==> src/rtl/led_pkg.sv <==
// rtl/led_pkg.sv - shared constants for the scan driver and the downstream seven-segment decoder
package led_pkg;
    localparam logic [3:0] CHAR_BLANK = 4'hF;
    localparam logic [3:0] CHAR_DASH  = 4'hD;
    localparam int         NUM_DIGITS = 4;
    localparam int         DIGIT_W    = $clog2(NUM_DIGITS);
    localparam int         MSG_W      = 4 * NUM_DIGITS;
    localparam logic [MSG_W-1:0] RESET_MSG = 16'hFFFF;

    typedef logic [3:0] char_t;

    // Active-low one-hot anode pattern; digit 0 is the rightmost position.
    function automatic logic [NUM_DIGITS-1:0] anode_for(input logic [DIGIT_W-1:0] d);
        return ~(NUM_DIGITS'(1) << d);
    endfunction
endpackage

==> src/rtl/led_scan_driver_if.sv <==
// rtl/led_scan_driver_if.sv - message load handshake between a producer and the scan driver
interface led_scan_driver_if;
    import led_pkg::*;

    logic [MSG_W-1:0] msg_in;
    logic             ld_valid;
    logic             ld_ready;

    modport master (output msg_in, output ld_valid, input ld_ready);
    modport slave  (input msg_in, input ld_valid, output ld_ready);
endinterface

==> src/rtl/scan_tick_gen.sv <==
// rtl/scan_tick_gen.sv - per-slot cycle counter and digit index
module scan_tick_gen
    import led_pkg::*;
#(
    parameter int DIV   = 50000,
    parameter int CNT_W = $clog2(DIV)
) (
    input  logic               clk,
    input  logic               reset,
    output logic [CNT_W-1:0]   cnt_o,
    output logic               slot_end_o,
    output logic [DIGIT_W-1:0] digit_o
);
    logic [CNT_W-1:0]   cnt_q, cnt_d;
    logic [DIGIT_W-1:0] digit_q, digit_d;

    assign slot_end_o = (cnt_q == CNT_W'(DIV - 1));
    assign cnt_o      = cnt_q;
    assign digit_o    = digit_q;

    always_comb begin
        cnt_d   = cnt_q + CNT_W'(1);
        digit_d = digit_q;
        if (slot_end_o) begin
            cnt_d   = '0;
            digit_d = digit_q + DIGIT_W'(1);
        end
    end

    always_ff @(posedge clk or posedge reset) begin
        if (reset) begin
            cnt_q   <= '0;
            digit_q <= '0;
        end else begin
            cnt_q   <= cnt_d;
            digit_q <= digit_d;
        end
    end
endmodule

==> src/rtl/led_scan_driver.sv <==
// rtl/led_scan_driver.sv - four-digit multiplexed display scan driver with frame-aligned message loads
module led_scan_driver
    import led_pkg::*;
#(
    parameter int DIV   = 50000,
    parameter int BLANK = 500
) (
    input  logic               clk,
    input  logic               reset,
    led_scan_driver_if.slave   ld,
    input  logic               lz_blank_i,
    output logic [3:0]         an_o,
    output logic [3:0]         char_o,
    output logic [DIGIT_W-1:0] digit_o,
    output logic               frame_done_o
);
    localparam int CNT_W = $clog2(DIV);

    logic [CNT_W-1:0]   cnt;
    logic               slot_end;
    logic [DIGIT_W-1:0] digit;

    scan_tick_gen #(.DIV(DIV), .CNT_W(CNT_W)) u_tick (
        .clk        (clk),
        .reset      (reset),
        .cnt_o      (cnt),
        .slot_end_o (slot_end),
        .digit_o    (digit)
    );

    logic [MSG_W-1:0]   msg_q, msg_d, buf_q, buf_d;
    logic               pending_q, pending_d;
    logic [3:0]         an_q, an_d;
    char_t              char_q, char_d;
    logic [DIGIT_W-1:0] digit_q;
    logic               frame_done_q, frame_end;
    logic               dark, lz_hit;
    char_t              nib;

    assign frame_end   = slot_end && (digit == DIGIT_W'(NUM_DIGITS - 1));
    assign ld.ld_ready = ~pending_q;

    generate
        if (BLANK == 0) begin : g_no_dark
            assign dark = 1'b0;
        end else begin : g_dark
            assign dark = (cnt < CNT_W'(BLANK));
        end
    endgenerate

    // The swap reads buf_q before any same-cycle capture, so a load arriving
    // on the boundary waits for the following frame.
    always_comb begin
        msg_d     = msg_q;
        buf_d     = buf_q;
        pending_d = pending_q;
        if (frame_end && pending_q) begin
            msg_d     = buf_q;
            pending_d = 1'b0;
        end
        if (ld.ld_valid && !pending_q) begin
            buf_d     = ld.msg_in;
            pending_d = 1'b1;
        end
    end

    always_comb begin
        nib    = msg_q[{digit, 2'b00} +: 4];
        lz_hit = 1'b0;
        case (digit)
            2'd3:    lz_hit = (msg_q[15:12] == 4'h0);
            2'd2:    lz_hit = (msg_q[15:8] == 8'h00);
            2'd1:    lz_hit = (msg_q[15:4] == 12'h000);
            default: lz_hit = 1'b0;
        endcase
        an_d   = dark ? 4'hF : anode_for(digit);
        char_d = (dark || (lz_blank_i && lz_hit)) ? CHAR_BLANK : nib;
    end

    always_ff @(posedge clk or posedge reset) begin
        if (reset) begin
            msg_q        <= RESET_MSG;
            buf_q        <= '0;
            pending_q    <= 1'b0;
            an_q         <= 4'hF;
            char_q       <= CHAR_BLANK;
            digit_q      <= '0;
            frame_done_q <= 1'b0;
        end else begin
            msg_q        <= msg_d;
            buf_q        <= buf_d;
            pending_q    <= pending_d;
            an_q         <= an_d;
            char_q       <= char_d;
            digit_q      <= digit;
            frame_done_q <= frame_end;
        end
    end

    assign an_o         = an_q;
    assign char_o       = char_q;
    assign digit_o      = digit_q;
    assign frame_done_o = frame_done_q;
endmodule
==> src/flat_wrapper.sv <==
// flat-port wrapper written by rule: the top's interface ports become plain ports
module led_scan_driver_flat import led_pkg::*;
#(
    parameter int DIV   = 50000,
    parameter int BLANK = 500
)
  (clk, reset, lz_blank_i, an_o, char_o, digit_o, frame_done_o, ld_msg_in, ld_ld_valid, ld_ld_ready);
  led_scan_driver_if ld_i ();
  input  logic clk;
  input  logic reset;
  input  logic lz_blank_i;
  output logic [3:0] an_o;
  output logic [3:0] char_o;
  output logic [DIGIT_W-1:0] digit_o;
  output logic frame_done_o;
  input wire logic [$bits(ld_i.msg_in)-1:0] ld_msg_in;
  input wire logic [$bits(ld_i.ld_valid)-1:0] ld_ld_valid;
  output wire logic [$bits(ld_i.ld_ready)-1:0] ld_ld_ready;
  assign ld_i.msg_in = ld_msg_in;
  assign ld_i.ld_valid = ld_ld_valid;
  assign ld_ld_ready = ld_i.ld_ready;
  led_scan_driver #(.DIV(DIV), .BLANK(BLANK)) u_core (.clk(clk), .reset(reset), .ld(ld_i), .lz_blank_i(lz_blank_i), .an_o(an_o), .char_o(char_o), .digit_o(digit_o), .frame_done_o(frame_done_o));
endmodule
==> config.mk <==
export PLATFORM = sky130hd
export DESIGN_NAME = led_scan_driver_flat
export DESIGN_NICKNAME = d
export VERILOG_FILES = /design/src/rtl/led_pkg.sv /design/src/rtl/led_scan_driver_if.sv /design/src/rtl/scan_tick_gen.sv /design/src/rtl/led_scan_driver.sv /design/src/flat_wrapper.sv
export SDC_FILE = /design/constraint.sdc
export NUM_CORES = 1
export LEC_CHECK = 0
export ABC_AREA = 1
export BUFFER_PORTS_ARGS = -buffer_cell sky130_fd_sc_hd__buf_2
export CELL_PAD_IN_SITES_DETAIL_PLACEMENT = 1
export CELL_PAD_IN_SITES_GLOBAL_PLACEMENT = 2
export CORE_MARGIN = 8
export CORE_UTILIZATION = 39
export DETAILED_ROUTE_END_ITERATION = 7
export PLACE_DENSITY = 0.87
export SETUP_SLACK_MARGIN = 0.02
export SLEW_MARGIN = 20
export SYNTH_ARGS = -nofsm -noshare
export SYNTH_HDL_FRONTEND = slang
export SYNTH_SLANG_ARGS = --single-unit
==> constraint.sdc <==
create_clock -name clk -period 5 [get_ports clk]
set_input_delay 0.25 -clock clk [delete_from_list [all_inputs] [get_ports clk]]
set_output_delay 0.25 -clock clk [all_outputs]
set_load 0.005 [all_outputs]
# == After elaboration in Yosys (flattened, before gate mapping) ==
# Cells that the tools add are included.
# totals
regBits,62
elab_cells,36
# op_classes
addsub,2
n_lt_le_gt_ge,1
eq_ne,4
n_shift,2
muxes,6
n_bitwise,2
reduce_logical,10
# op_table
op,count
"16-bit by 1-bit adder with 16-bit output, second input constant",1
"16-bit equality test, second input constant",1
"16-bit by 9-bit < comparator with 1-bit output, second input constant",1
16-bit two-way mux,1
16-bit by 5-bit indexed part select with 4-bit output,1
12-bit zero test,1
8-bit zero test,1
4-bit two-way mux,2
"2-bit equality test, second input constant",2
1-bit logical AND,4
4-bit zero test,1
4-bit inverter,1
"1-bit by 2-bit << shifter with 4-bit output, first input constant",1
1-bit one-hot mux with 3 select lines,1
"2-bit by 1-bit adder with 2-bit output, second input constant",1
"2-bit by 1-bit equality test with 1-bit output, second input constant",1
1-bit two-way mux,2
2-bit nonzero test,1
1-bit zero test,1
1-bit logical OR,1
1-bit inverter,1

# == Logic depth before layout (Yosys ltp) ==
# Gate-level depths: netlist of the first run.
# depth
word_depth,5
depth_mapped,9

# == Cells and area by module ==
# Synthesis of the first run repeated with hierarchy kept, for this count alone.
# unflattened
cells_unflattened,322
hier_area_um2,2922.8
# modules_own_cells
mod,instances,cells_each,area_per_inst_um2
led_scan_driver,1,194,1869.3
scan_tick_gen,1,128,1053.5

# == Least setup slack after synthesis of the first run ==
# No wires, ideal clock.
# synth_path
path_kind,reg-to-reg
startpoint,"register u_core.u_tick.digit_q[0], in the netlist u_core.u_tick.digit_o[0]"
endpoint,"register u_core.char_q[0], in the netlist u_core.char_o[0]"
setup_ps,68
t_arrival_ps,1445
required_time_ps,4932
setup_slack_ps,3487
path_stages_with_launch,8
n_path_buf,1
synth_period_minus_slack_ps,1513
path_cell_list,dfrtp_1 > buf_2 > clkinv_1 > ha_1 > nand3b_1 > nor3_1 > nand2_1 > nand3_1
# synth_between
elab_chain_cells,5
word_cells_on_any_way,8
# synth_rtl
item,line,source
start: declaration,scan_tick_gen.sv:15,"logic [DIGIT_W-1:0] digit_q, digit_d;"
start signal: assignment,scan_tick_gen.sv:36,digit_q <= digit_d;
2-bit by 1-bit equality test with 1-bit output or 2-bit equality test (tied branches),led_scan_driver.sv:70,case (digit)
1-bit one-hot mux with 3 select lines,led_scan_driver.sv:70,
1-bit logical AND,led_scan_driver.sv:77,char_d = (dark || (lz_blank_i && lz_hit)) ? CHAR_BLANK : nib;
1-bit logical OR,led_scan_driver.sv:77,
4-bit two-way mux (*),led_scan_driver.sv:77,
named net u_core.char_d[0],led_scan_driver.sv:34,"char_t char_q, char_d;"
end signal: assignment,led_scan_driver.sv:94,char_q <= char_d;
end: declaration,led_scan_driver.sv:34,
# The timed path passes the listed nets; every way through them passes the cells marked *.
# A chain may end at the register's enable or synchronous reset.

# == Worst setup path in the final report of the first run ==
# layout_path
startpoint,"register u_core.u_tick.cnt_q[0], in the netlist u_core.u_tick.cnt_o[0]"
endpoint,register u_core.msg_q[1]
# layout_between
elab_chain_cells,3
# layout_rtl
item,line,source
start: declaration,scan_tick_gen.sv:14,"logic [CNT_W-1:0] cnt_q, cnt_d;"
start signal: assignment,scan_tick_gen.sv:35,cnt_q <= cnt_d;
16-bit equality test,scan_tick_gen.sv:17,assign slot_end_o = (cnt_q == CNT_W'(DIV - 1));
1-bit logical AND,led_scan_driver.sv:40,assign frame_end = slot_end && (digit == DIGIT_W'(NUM_DIGITS - 1));
1-bit logical AND,led_scan_driver.sv:57,if (frame_end && pending_q) begin
end signal: assignment,led_scan_driver.sv:90,msg_q <= msg_d;
end: declaration,led_scan_driver.sv:31,"logic [MSG_W-1:0] msg_q, msg_d, buf_q, buf_d;"
# No other way between the ends.

==> reports/qor.yml, run 1 <==
status: "completed"
finalWeightedCongestion: 0.8434
cp.required_ns: 5.27
crit_arrival_ns: 2.37
start_util: 0.3924
reg2reg_setup_slack_ns: 2.91
cts_tree: "yes"
clock_sinks: 62
drc: 0
r2r-end: "u_core.msg_q[1]$_DFFE_PP1P_"
fin_worst_skew_ns: 0.006642
synth.distinct_cells: 30
synth.cells.most_frequent: "nand2_1 (75), nor2_1 (42), dfrtp_1 (38)"
hpwlAfterDp_microns: 5143
vias_per_cell: 4.944
synth_top_area_cell: "dfrtp_1"
fmax_ghz: 0.4775
yosysSeqAreaShare: 0.5327
fin_setup_tns_ns: 0
wire_per_inst_microns: 15.38
min_period_ns: 2.094
synth.cell_area_sq_mm: 0.002969
synthTopCellsByArea: "dfrtp_1 (32%), dfstp_2 (21%), nand2_1 (9.5%), mux2_2 (6.1%), nor2_1 (5.3%)"
path_class: "flop to flop"
crit_path_start_kind: "flop"
worst_setup_path_end_kind: "flop"
dp_cells: 448
synth_edf_count: 0
ant_nets: 0
rsz0062_at_grt: "no"
routed_wl_microns: 7137
async_flop_share: 1.000
p_per_area_mw_per_mm2: 275.5
grt_pass1_vias: 2525
post-cts-setup-buffers: 0
synth.most_common_cell: "nand2_1"
p_leak_nw: 1.552
grt_pass1_wl_microns: 12510
die-area_sq_mm: 0.01066
report.power.total_mw: 0.9235
finalSetupViolCount: 0
diodes: 0
path_clk_slew_ns: 0.07
drtPass1Iterations: 4
hold_violations: 0
syn_inst: 323
core_sq_mm: 0.007567
synth_nets: 349
die_h_microns: 103.3
final_cells: 464
grt_start_max_net_pins: 63
nFillCells: 907
tightest_slew_ns: 0.8895
synth_top_area_frac: 0.3203
synth_seq_cells: 62
max_slew_margin: 0.4063
area_delta_synth_final_pct: 12.89
ir_worst_vdd_mv: 0.1652
r2r_cells: 7
drive_gt1_frac: 0.2735
cap_violations: 0
worst_slack_ns: 2.906
numPortBuffers: 31
cts_resized: 0
fin_crit_sh: 0.4188
slew_viol_final: 0
regArea_sq_mm: 0.001582
root_buffer: "clkbuf_8"
hold_path.class: "input port to async pin"
antenna_found_initial: 0
initialDrtViolationCount: 85
ios: 32
clock_path_buffers: 2
vias: 2294
track_usage: 0.1530
yosys_warnings: 0
final_area_sq_mm: 0.003352
rows: 32
grt-ovfl-total: 0
htree_levels: 3
hold_buffers: 0
preCtsSetupSlack_ns: 2.884
cts_buffers: 9
dpl_cell_area_sq_mm: 0.003193
clk_latency_ns: 0.33
crit_fanout: 21
ys.flop_type: "dfrtp_1"
syn_area_per_cell_sq_um: 9.192
multi_input_area_sq_mm: 0.001197
finalNetCount: 383
die-width_microns: 103.3
r2r-start: "u_core.u_tick.cnt_o[0]$_DFF_PP0_"
## critical path, cell delays in order, from the launching register on
cell and delay, ns:
dfrtp_1 0.39, ha_1 0.25, nand2_2 0.09, nor2_4 0.20, nand3_2 0.09, nor2_2 0.69
nand4_1 0.19, nand2_1 0.12
## layout make-up
type / instances / area share
Sequential cell: 62 / 0.4718
Multi-Input combinational cell: 219 / 0.3572
Timing Repair Buffer: 32 / 0.04853
Clock buffer: 11 / 0.03919
Tap cell: 102 / 0.03807
Inverter: 33 / 0.03695
Clock inverter: 5 / 0.008212
## where the power goes
group,leakage (nW),total [mW],internal (mW),switching [mW]
Sequential,0.735,0.526,0.518,0.00810
Combinational,0.734,0.0308,0.0162,0.0145
Clock,0.0829,0.367,0.176,0.191
Total,1.55,0.924,0.710,0.213
## cell usage in the layout, fill, tap and decap left out
master,instances
o21ai_0,13
clkinv_1,1
o211ai_1,1
inv_2,2
dfrtp_1,38
nor2_4,1
or2_2,1
xor2_1,5
nand2_2,3
clkinv_2,4
nand3_1,13
o21bai_1,1
a31o_2,1
clkbuf_8,9
nand4_1,20
clkbuf_1,2
a21oi_1,3
inv_1,30
buf_2,31
ha_1,6
nand2_1,75
dfstp_2,24
mux2_2,16
clkinvlp_4,1
nor3_1,5
nand4_4,1
nand3b_1,3
nor2_1,42
o22ai_1,4
buf_4,1
nand3_2,1
a31oi_1,1
nor2_2,3
## stage by stage
stage                 util  hold WS [ns]
global route        0.4430        0.1292
detailed placement  0.4220        0.4651
CTS                 0.4430        0.1265
finish              0.4430        0.1247
floorplan                -        0.4004
global placement    0.4220        0.4634
## kinds of logic (layout without fill, tap and decap cells)
family | count (synthesis) | count (layout) | share of synthesized area
simple gates | 168 | 168 | 0.2571
xor+xnor | 5 | 5 | 0.01475
mux | 16 | 16 | 0.06068
buf+inv | 42 | 81 | 0.06405
compound gates | 24 | 24 | 0.04551
flops | 62 | 62 | 0.5327
fa+ha+maj | 6 | 6 | 0.02528
## sequential cells by signal, indices dropped and copies added, names as in the netlist
register	cells
u_core.msg_q	16
u_core.frame_done_o	1
u_core.char_o	4
u_core.an_o	4
u_core.pending_q	1
u_core.digit_o	2
u_core.u_tick.digit_o	2
u_core.buf_q	16
u_core.u_tick.cnt_o	16
## metal layers
layer  track usage  up-vias  part of all wire
li1              -     1119                 -
met1        0.1945     1121              0.47
met2        0.2452       41              0.48
met3       0.03414       13             0.033
met4       0.06563        0             0.017
met5             0        -                 0
## how the worst max path moves through the flow
stage | from | endpoint
2_1_floorplan | reset | u_core.buf_q[0]$_DFFE_PP0P_
6_report | u_core.u_tick.cnt_o[0]$_DFF_PP0_ | u_core.msg_q[1]$_DFFE_PP1P_
3_5_place_dp | u_core.u_tick.cnt_o[0]$_DFF_PP0_ | u_core.msg_q[15]$_DFFE_PP1P_
5_1_grt | u_core.u_tick.cnt_o[0]$_DFF_PP0_ | u_core.msg_q[13]$_DFFE_PP1P_
4_1_cts | u_core.u_tick.cnt_o[0]$_DFF_PP0_ | u_core.msg_q[15]$_DFFE_PP1P_
3_3_place_gp | u_core.u_tick.cnt_o[0]$_DFF_PP0_ | u_core.msg_q[6]$_DFFE_PP1P_
No activity file was read; power rests on OpenSTA's default activity.
==> run 2, diff against run 1 <==
ABC_AREA = 0   (was 1)
CORE_UTILIZATION = 36   (was 39)
PLACE_DENSITY = 0.77   (was 0.87)
clock period = 1.8 ns   (was 5 ns; I/O delays follow)
==> run 2 against run 1 <==
Effect of this change: the flow now finishes with violations (negative setup slack); via count down 20%; flip-flop and latch count unchanged; sequential power rose to 2.8 times the previous value; synthesized area down 9.1%; routed wire length down 16%; highest routed layer unchanged.
==> reports/qor.yml, run 2 <==
status: "finished with violations"
violations: "negative setup slack"
hold_violations: 0  # unchanged
drtPass1Iterations: 4  # unchanged
cts_tree: "yes"
p_per_area_mw_per_mm2: 776.9  # +180%
tightest_slew_ns: 0.5534  # -0.3361 ns
combPwrFrac: 0.043  # +0.010
clock_path_buffers: 2  # unchanged
hold_path.class: "input port to async pin"
routed_wl_microns: 6004  # -16%
max_slew_margin: 0.6252  # +0.2189
ant_nets: 0  # unchanged
finalNetCount: 307  # -20%
area_delta_synth_final_pct: 35.59
fin_crit_sh: 1.131  # +0.7120
track_usage: 0.1289  # -0.02413
core_sq_mm: 0.007253  # -4.2%
grt_pass1_wl_microns: 10310  # -18%
synth.most_common_cell: "dfrtp_1"
switching_share: 0.2036  # -0.02729
rsz0062_at_grt: "yes"
initialDrtViolationCount: 64  # -25%
clkPwrFrac: 0.443  # +0.046
synth_seq_cells: 62  # unchanged
finalWeightedCongestion: 0.8601  # +2.0%
nFillCells: 753  # -17%
crit_arrival_ns: 2.29  # -0.08 ns
synth.cells.most_frequent: "dfrtp_1 (38), dfstp_2 (24), mux2_2 (23)"
cap_violations: 0  # unchanged
p_int_mw: 2.265  # +220%
synth_edf_count: 0  # unchanged
synth_top_area_frac: 0.3522  # +0.03191
crit_fanout: 4  # -81%
start_util: 0.3723  # -0.02010
ir_worst_vdd_mv: 0.3476  # +110%
syn_inst: 197  # -39%
diodes: 0  # unchanged
path_class: "flop to flop"
cp.required_ns: 2.05  # -3.22 ns
root_buffer: "clkbuf_8"
wire_per_inst_microns: 15.59  # +1.4%
yosysSeqAreaShare: 0.5857  # +0.05307
vias: 1833  # -20%
synth_nets: 223  # -36%
yosys_warnings: 0  # unchanged
rows: 31  # -3.1%
holdWs_ns: 0.2556  # +0.1309 ns
hpwlAfterDp_microns: 4077  # -21%
ios: 32  # unchanged
syn_area_per_cell_sq_um: 13.71  # +49%
layout_common_cells: "dfrtp_1 (38), buf_2 (31), buf_4 (25)"
drive_gt1_frac: 0.5000  # +0.2265
crit_path_start_kind: "flop"
grt_pass1_vias: 2006  # -21%
worst_setup_path_end_kind: "flop"
die_h_microns: 102.6  # -0.62%
grt_start_max_net_pins: 52  # -17%
final_common_cell: "dfrtp_1"
path_clk_slew_ns: 0.07  # about the same
switchingPower_mw: 0.5790  # +170%
regArea_sq_mm: 0.001582  # unchanged
min_period_ns: 2.036  # -0.05863 ns
slew_viol_final: 0  # unchanged
pwr-share-seq: 0.514  # -0.055
worst_slack_ns: -0.2356  # -3.141 ns
htree_levels: 3  # unchanged
async_flop_share: 1.000  # unchanged
preCtsSetupSlack_ns: -0.2312  # -3.115 ns
synth.cell_area_sq_mm: 0.002700  # -9.1%
fin_worst_skew_ns: 0.009308  # +0.002666 ns
finalSetupViolCount: 17  # +17
fmax_ghz: 0.4913  # +2.9%
antenna_found_initial: 0  # unchanged
final_util: 0.5047  # +0.06179
clk_latency_ns: 0.33  # about the same
ys.flop_type: "dfrtp_1"
grt-ovfl-total: 0  # unchanged
numPortBuffers: 31  # unchanged
report.power.total_mw: 2.844  # +210%
drc: 0  # unchanged
die-area_sq_mm: 0.01053  # -1.2%
synth.distinct_cells: 33  # +10%
vias_per_cell: 4.761  # -3.7%
synthTopCellsByArea: "dfrtp_1 (35%), dfstp_2 (23%), mux2_2 (9.6%), mux2_4 (3.9%), mux4_2 (3.3%)"
die-width_microns: 102.6  # -0.62%
multi_input_area_sq_mm: 0.001091  # -8.9%
clock_sinks: 62  # unchanged
synth_top_area_cell: "dfrtp_1"
p_leak_nw: 1.606  # +3.5%
cts_buffers: 9  # unchanged
==> run 2: cell types whose count changed after synthesis, moves of 5 or more <==
| cell | before | now |
|---|---|---|
| mux2_2 | 16 | 23 |
| nand3_1 | 13 | 8 |
| o21ai_0 | 13 | 2 |
| nor2_1 | 42 | 13 |
| nor4_1 | 0 | 8 |
| nand4_1 | 20 | 3 |
| buf_2 | 5 | 0 |
| inv_1 | 31 | 7 |
| nand2_1 | 75 | 10 |
| mux2_4 | 0 | 7 |
| xnor2_1 | 0 | 9 |
==> run 2: cell type report <==
type                       instances  share of cell area
inverter                           7            0.007177
sequential                        62              0.4320
multi-input combinational        122              0.2980
tap                               99             0.03383
clock inverter                     3             0.01162
timing repair buffer              79              0.1712
clock buffer                      13             0.04614
==> run 2: worst paths after layout <==
kind	from	end	slack, ns	cells after the start
worst max-delay path	u_core.u_tick.cnt_o[7]$_DFF_PP0_	u_core.msg_q[9]$_DFFE_PP1P_	-0.24	5
worst min-delay path	reset	u_core.u_tick.cnt_o[4]$_DFF_PP0_	0.26	3
worst max register to register	u_core.u_tick.cnt_o[7]$_DFF_PP0_	u_core.msg_q[9]$_DFFE_PP1P_	-0.24	5
worst min register to register	u_core.u_tick.digit_o[1]$_DFFE_PP0N_	u_core.digit_o[1]$_DFF_PP0_	0.47	0
max in group asynchronous	reset	u_core.msg_q[9]$_DFFE_PP1P_	0.94	4
min in group clk	u_core.u_tick.digit_o[1]$_DFFE_PP0N_	u_core.digit_o[1]$_DFF_PP0_	0.47	0
==> run 2: logic make-up after synthesis <==
logic type / count (synthesis) / share of synthesized area
AOI/OAI and AO/OA: 7 / 0.01761
xor gates and xnor gates: 14 / 0.04541
adders and majority gates: 6 / 0.02780
buffers and inverters: 13 / 0.02688
DFF: 62 / 0.5857
muxes: 36 / 0.1766
and+or+nand+nor: 59 / 0.1200
==> run 2: per-layer routing <==
metal / routed length [microns] / GRT usage / vias up / part of all wire
met5: 0 / 0 / - / 0
met4: 100 / 0.05418 / 0 / 0.017
met3: 224 / 0.03241 / 8 / 0.037
met2: 2861 / 0.2008 / 28 / 0.48
met1: 2817 / 0.1663 / 926 / 0.47
li1: - / - / 871 / -
==> run 2: worst max-delay path, stage by stage (launching register included) <==
cell,delay [ns]
dfrtp_1,0.39
or4bb_4,0.56
nor4_4,0.25
and3_4,0.29
clkbuf_16,0.17
mux2_4,0.30
==> run 2: per-stage QoR <==
stage | std cells | setup TNS, ns | instance area [sq um]
after floorplan | 197 | -4.088 | 2708
after global placement | 345 | -2.573 | 3146
after detailed placement | 345 | -3.220 | 3146
after CTS | 383 | -3.070 | 3607
after global routing | 385 | -4.219 | 3661
final | 385 | -3.426 | 3661
==> run 2: repair_timing <==
action                                  CTS  global route
hold endpoints to repair                 28             0
cloned                                    1             1
resized for setup                         6             7
hold buffers                             18             0
setup buffers                             3             2
endpoints found under the setup margin   17            28
pin swaps                                 1             1
==> run 2: power groups by stage <==
stage | clock network (mW) | logic [mW] | registers [mW]
6_report | 1.26 | 0.121 | 1.46
5_1_grt | 1.36 | 0.139 | 1.47
4_1_cts | 1.31 | 0.125 | 1.46
3_5_place_dp | 0 | 0.0945 | 1.49
3_3_place_gp | 0 | 0.0907 | 1.49
2_1_floorplan | 0 | 0.0576 | 1.48
==> run 3, diff against run 2 <==
SYNTH_HIERARCHICAL = 1   (was unset)
==> run 3 against run 2 <==
Effect of this change: the run still ends with negative setup slack left; combinational power increased by 6%; global-route usage increased by 0.12 points; maximum frequency increased by 13%; clock skew decreased by 0.0014 ns; via count decreased by 2.1%; critical endpoint is now u_core/msg_q[15]$_DFFE_PP1P_.
==> reports/qor.yml, run 3 <==
synth_top_family_by_area: "multiplexers"
status: "finished with violations"
grt_pass1_wl_microns: 10120  # -1.8%
multi_input_area_sq_mm: 0.001072  # -1.7%
ant_nets: 0  # unchanged
synth_compound_area_frac: 0.02834  # +0.01073
grt_pass1_vias: 2020  # +0.70%
r2r-start: "u_core/u_tick/cnt_o[12]$_DFF_PP0_"
finalWeightedCongestion: 0.8049  # -6.4%
final_area_sq_mm: 0.003523  # -3.8%
hpwlAfterDp_microns: 4167  # +2.2%
clk_latency_ns: 0.34  # about the same
synth.most_common_cell: "dfrtp_1"
max_stage_delay_ns: 0.38  # -0.18 ns
p_per_area_mw_per_mm2: 825.3  # +6.2%
max_slew_margin: 0.4920  # -0.1332
worstSetupStartpoint: "u_core/u_tick/cnt_o[12]$_DFF_PP0_"
syn_inst: 190  # -3.6%
cap_violations: 0  # unchanged
crit_arrival_ns: 2.08  # -0.21 ns
core_sq_mm: 0.007176  # -1.1%
synth-simple-area-share: 0.1290  # +0.008938
synth.cells.most_frequent: "dfrtp_1 (38), mux2_2 (31), dfstp_2 (24)"
slew_viol_final: 0  # unchanged
synth.distinct_cells: 38  # +15%
grt_start_max_net_pins: 26  # -50%
die_h_microns: 101.8  # -0.81%
hold_violations: 0  # unchanged
layout_common_cells: "dfrtp_1 (38), buf_2 (31), mux2_2 (31)"
yosys_warnings: 6  # +6
rows: 31  # unchanged
path_cells: "nor4bb_2 -> buf_4 -> and4b_1 -> and3_4 -> nand2_8 -> mux2_4"
die-width_microns: 101.8  # -0.81%
numPortBuffers: 31  # unchanged
ios: 32  # unchanged
worst_slack_ns: -0.008905  # +0.2267 ns
grt-ovfl-total: 0  # unchanged
area_delta_synth_final_pct: 33.02
nFillCells: 743  # -1.3%
cts_buffers: 9  # unchanged
vias_per_cell: 4.823  # +1.3%
start_util: 0.3691  # -0.003125
antenna_found_initial: 0  # unchanged
cp_top_family: "simple AND/OR/NAND/NOR gates"
routed_wl_microns: 6138  # +2.2%
synth_nets: 211  # -5.4%
final_common_cell: "dfrtp_1"
dpl_cell_area_sq_mm: 0.003073  # -2.3%
ir_worst_vdd_mv: 0.4590  # +32%
cpMaxStageDelayCell: "dfrtp_1"
violations: "negative setup slack"
drtPass1Iterations: 5  # +1
synthXorXnorAreaFrac: 0.04960  # +0.004186
vias: 1794  # -2.1%
initialDrtViolationCount: 58  # -9.4%
clock_path_buffers: 2  # unchanged
root_buffer: "clkbuf_8"
p_leak_nw: 1.559  # -2.9%
yosysSeqAreaShare: 0.5971  # +0.01134
tightest_slew_ns: 0.7573  # +0.2038 ns
synthAdderAreaFrac: 0.004724  # -0.02308
path_buf_inv: 1  # unchanged
synthTopCellsByArea: "dfrtp_1 (36%), dfstp_2 (24%), mux2_2 (13%), mux4_2 (3.4%), xor2_1 (3.0%)"
min_period_ns: 1.809  # -0.2267 ns
async_flop_share: 1.000  # unchanged
track_usage: 0.1301  # +0.001173
synth_edf_count: 0  # unchanged
rsz0062_at_grt: "yes"
crit_path_start_kind: "flop"
crit_fanout: 9  # +5
finalSetupViolCount: 6  # -11
drive_gt1_frac: 0.5238  # +0.02381
final_util: 0.4910  # -0.01372
fin_worst_skew_ns: 0.007900  # -0.001408 ns
synth.cell_area_sq_mm: 0.002649  # -1.9%
ys.flop_type: "dfrtp_1"
report.power.total_mw: 2.908  # +2.2%
synth_seq_cells: 62  # unchanged
muxShareOfSynthArea: 0.1701  # -0.006500
drc: 0  # unchanged
cp_num_cells: 6  # +1
htree_levels: 3  # unchanged
fmax_ghz: 0.5528  # +13%
clock_sinks: 62  # unchanged
worst_setup_path_end_kind: "flop"
synth_top_area_cell: "dfrtp_1"
crit_path_end: "u_core/msg_q[15]$_DFFE_PP1P_"
path_clk_slew_ns: 0.07  # about the same
regArea_sq_mm: 0.001582  # unchanged
wire_per_inst_microns: 16.50  # +5.8%
cp.required_ns: 2.07  # +0.02 ns
synth_top_area_frac: 0.3590  # +0.006821
fin_crit_sh: 1.005  # -0.1259
diodes: 0  # unchanged
reg2reg_setup_slack_ns: -0.009  # +0.23 ns
finalNetCount: 289  # -5.9%
r2r_cells: 6  # +1
die-area_sq_mm: 0.01036  # -1.6%
syn_area_per_cell_sq_um: 13.94  # +1.7%
hold_path.class: "input port to flop"
r2r-end: "u_core/msg_q[15]$_DFFE_PP1P_"
cts_tree: "yes"
path_class: "flop to flop"
-- run 3: changes by cell type after synthesis, sizes merged, moves of 4 or more --
cell	delta
nor4	-4
or3	-4
xor2	+4
ha	-5
-- run 3: final cells by class --
| type | instances | share of cell area |
|---|---|---|
| Clock buffer | 11 | 0.03729 |
| Clock inverter | 5 | 0.02131 |
| Inverter | 4 | 0.004261 |
| Multi-Input combinational cell | 119 | 0.3043 |
| Sequential cell | 62 | 0.4489 |
| Tap cell | 99 | 0.03516 |
| Timing Repair Buffer | 72 | 0.1488 |
-- run 3: what timing repair did --
action                     4_1_cts  5_1_grt
hold buffers                    18        0
cloned                           1        0
gates resized for setup          1        4
pin swaps                        1        3
hold endpoints to repair        46        0
setup endpoints to repair       17       19
setup buffers                    0        2
-- run 3: worst min path at each step --
stage                from                               end  slack (ns)  cells past startpoint
2_1_floorplan       reset  u_core/u_tick/cnt_o[0]$_DFF_PP0_        0.03                      1
5_1_grt        lz_blank_i        u_core/char_o[2]$_DFF_PP1_        0.17                      4
3_5_place_dp        reset       u_core/digit_o[1]$_DFF_PP0_        0.18                      2
4_1_cts        lz_blank_i        u_core/char_o[1]$_DFF_PP1_        0.12                      4
3_3_place_gp        reset       u_core/digit_o[1]$_DFF_PP0_        0.16                      2
6_report       lz_blank_i        u_core/char_o[1]$_DFF_PP1_        0.17                      4
-- run 3: logic make-up after synthesis --
| kind of cell | after synthesis |
|---|---|
| AO/OA/AOI/OAI | 11 |
| XOR/XNOR | 15 |
| adder cells (fa/ha/maj) | 1 |
| buffers and inverters | 10 |
| flip-flops | 62 |
| multiplexers | 36 |
| AND/OR/NAND/NOR | 55 |
-- run 3: stage by stage --
stage            TNS, ns  setup WS [ns]  cells  hold slack (ns)
3_3_place_gp           0        0.07661    335           0.1633
6_report        -0.02986      -0.008905    372           0.1664
3_5_place_dp   -0.007479      -0.004135    335           0.1789
4_1_cts          -0.1304       -0.01463    370           0.1240
2_1_floorplan    -0.7700        -0.1093    190          0.02857
5_1_grt          -0.9101       -0.07000    372           0.1708
-- run 3: power breakdown --
part / switching [mW] / total (mW) / internal (mW)
logic: 0.0498 / 0.128 / 0.0783
registers: 0.0277 / 1.47 / 1.44
clock network: 0.536 / 1.31 / 0.773
total: 0.613 / 2.91 / 2.29
-- run 3: routing by layer --
| metal | global-route usage | share of wire |
|---|---|---|
| met5 | 0 | 0 |
| met4 | 0.05498 | 0.018 |
| met3 | 0.05361 | 0.050 |
| met2 | 0.2027 | 0.49 |
| met1 | 0.1544 | 0.44 |
-- run 3: worst reg2reg max path, cell delays in order (launching register included) --
cell and delay (ns):
dfrtp_1 0.38, nor4bb_2 0.30, buf_4 0.16, and4b_1 0.20, and3_4 0.27, nand2_8 0.10, mux2_4 0.32
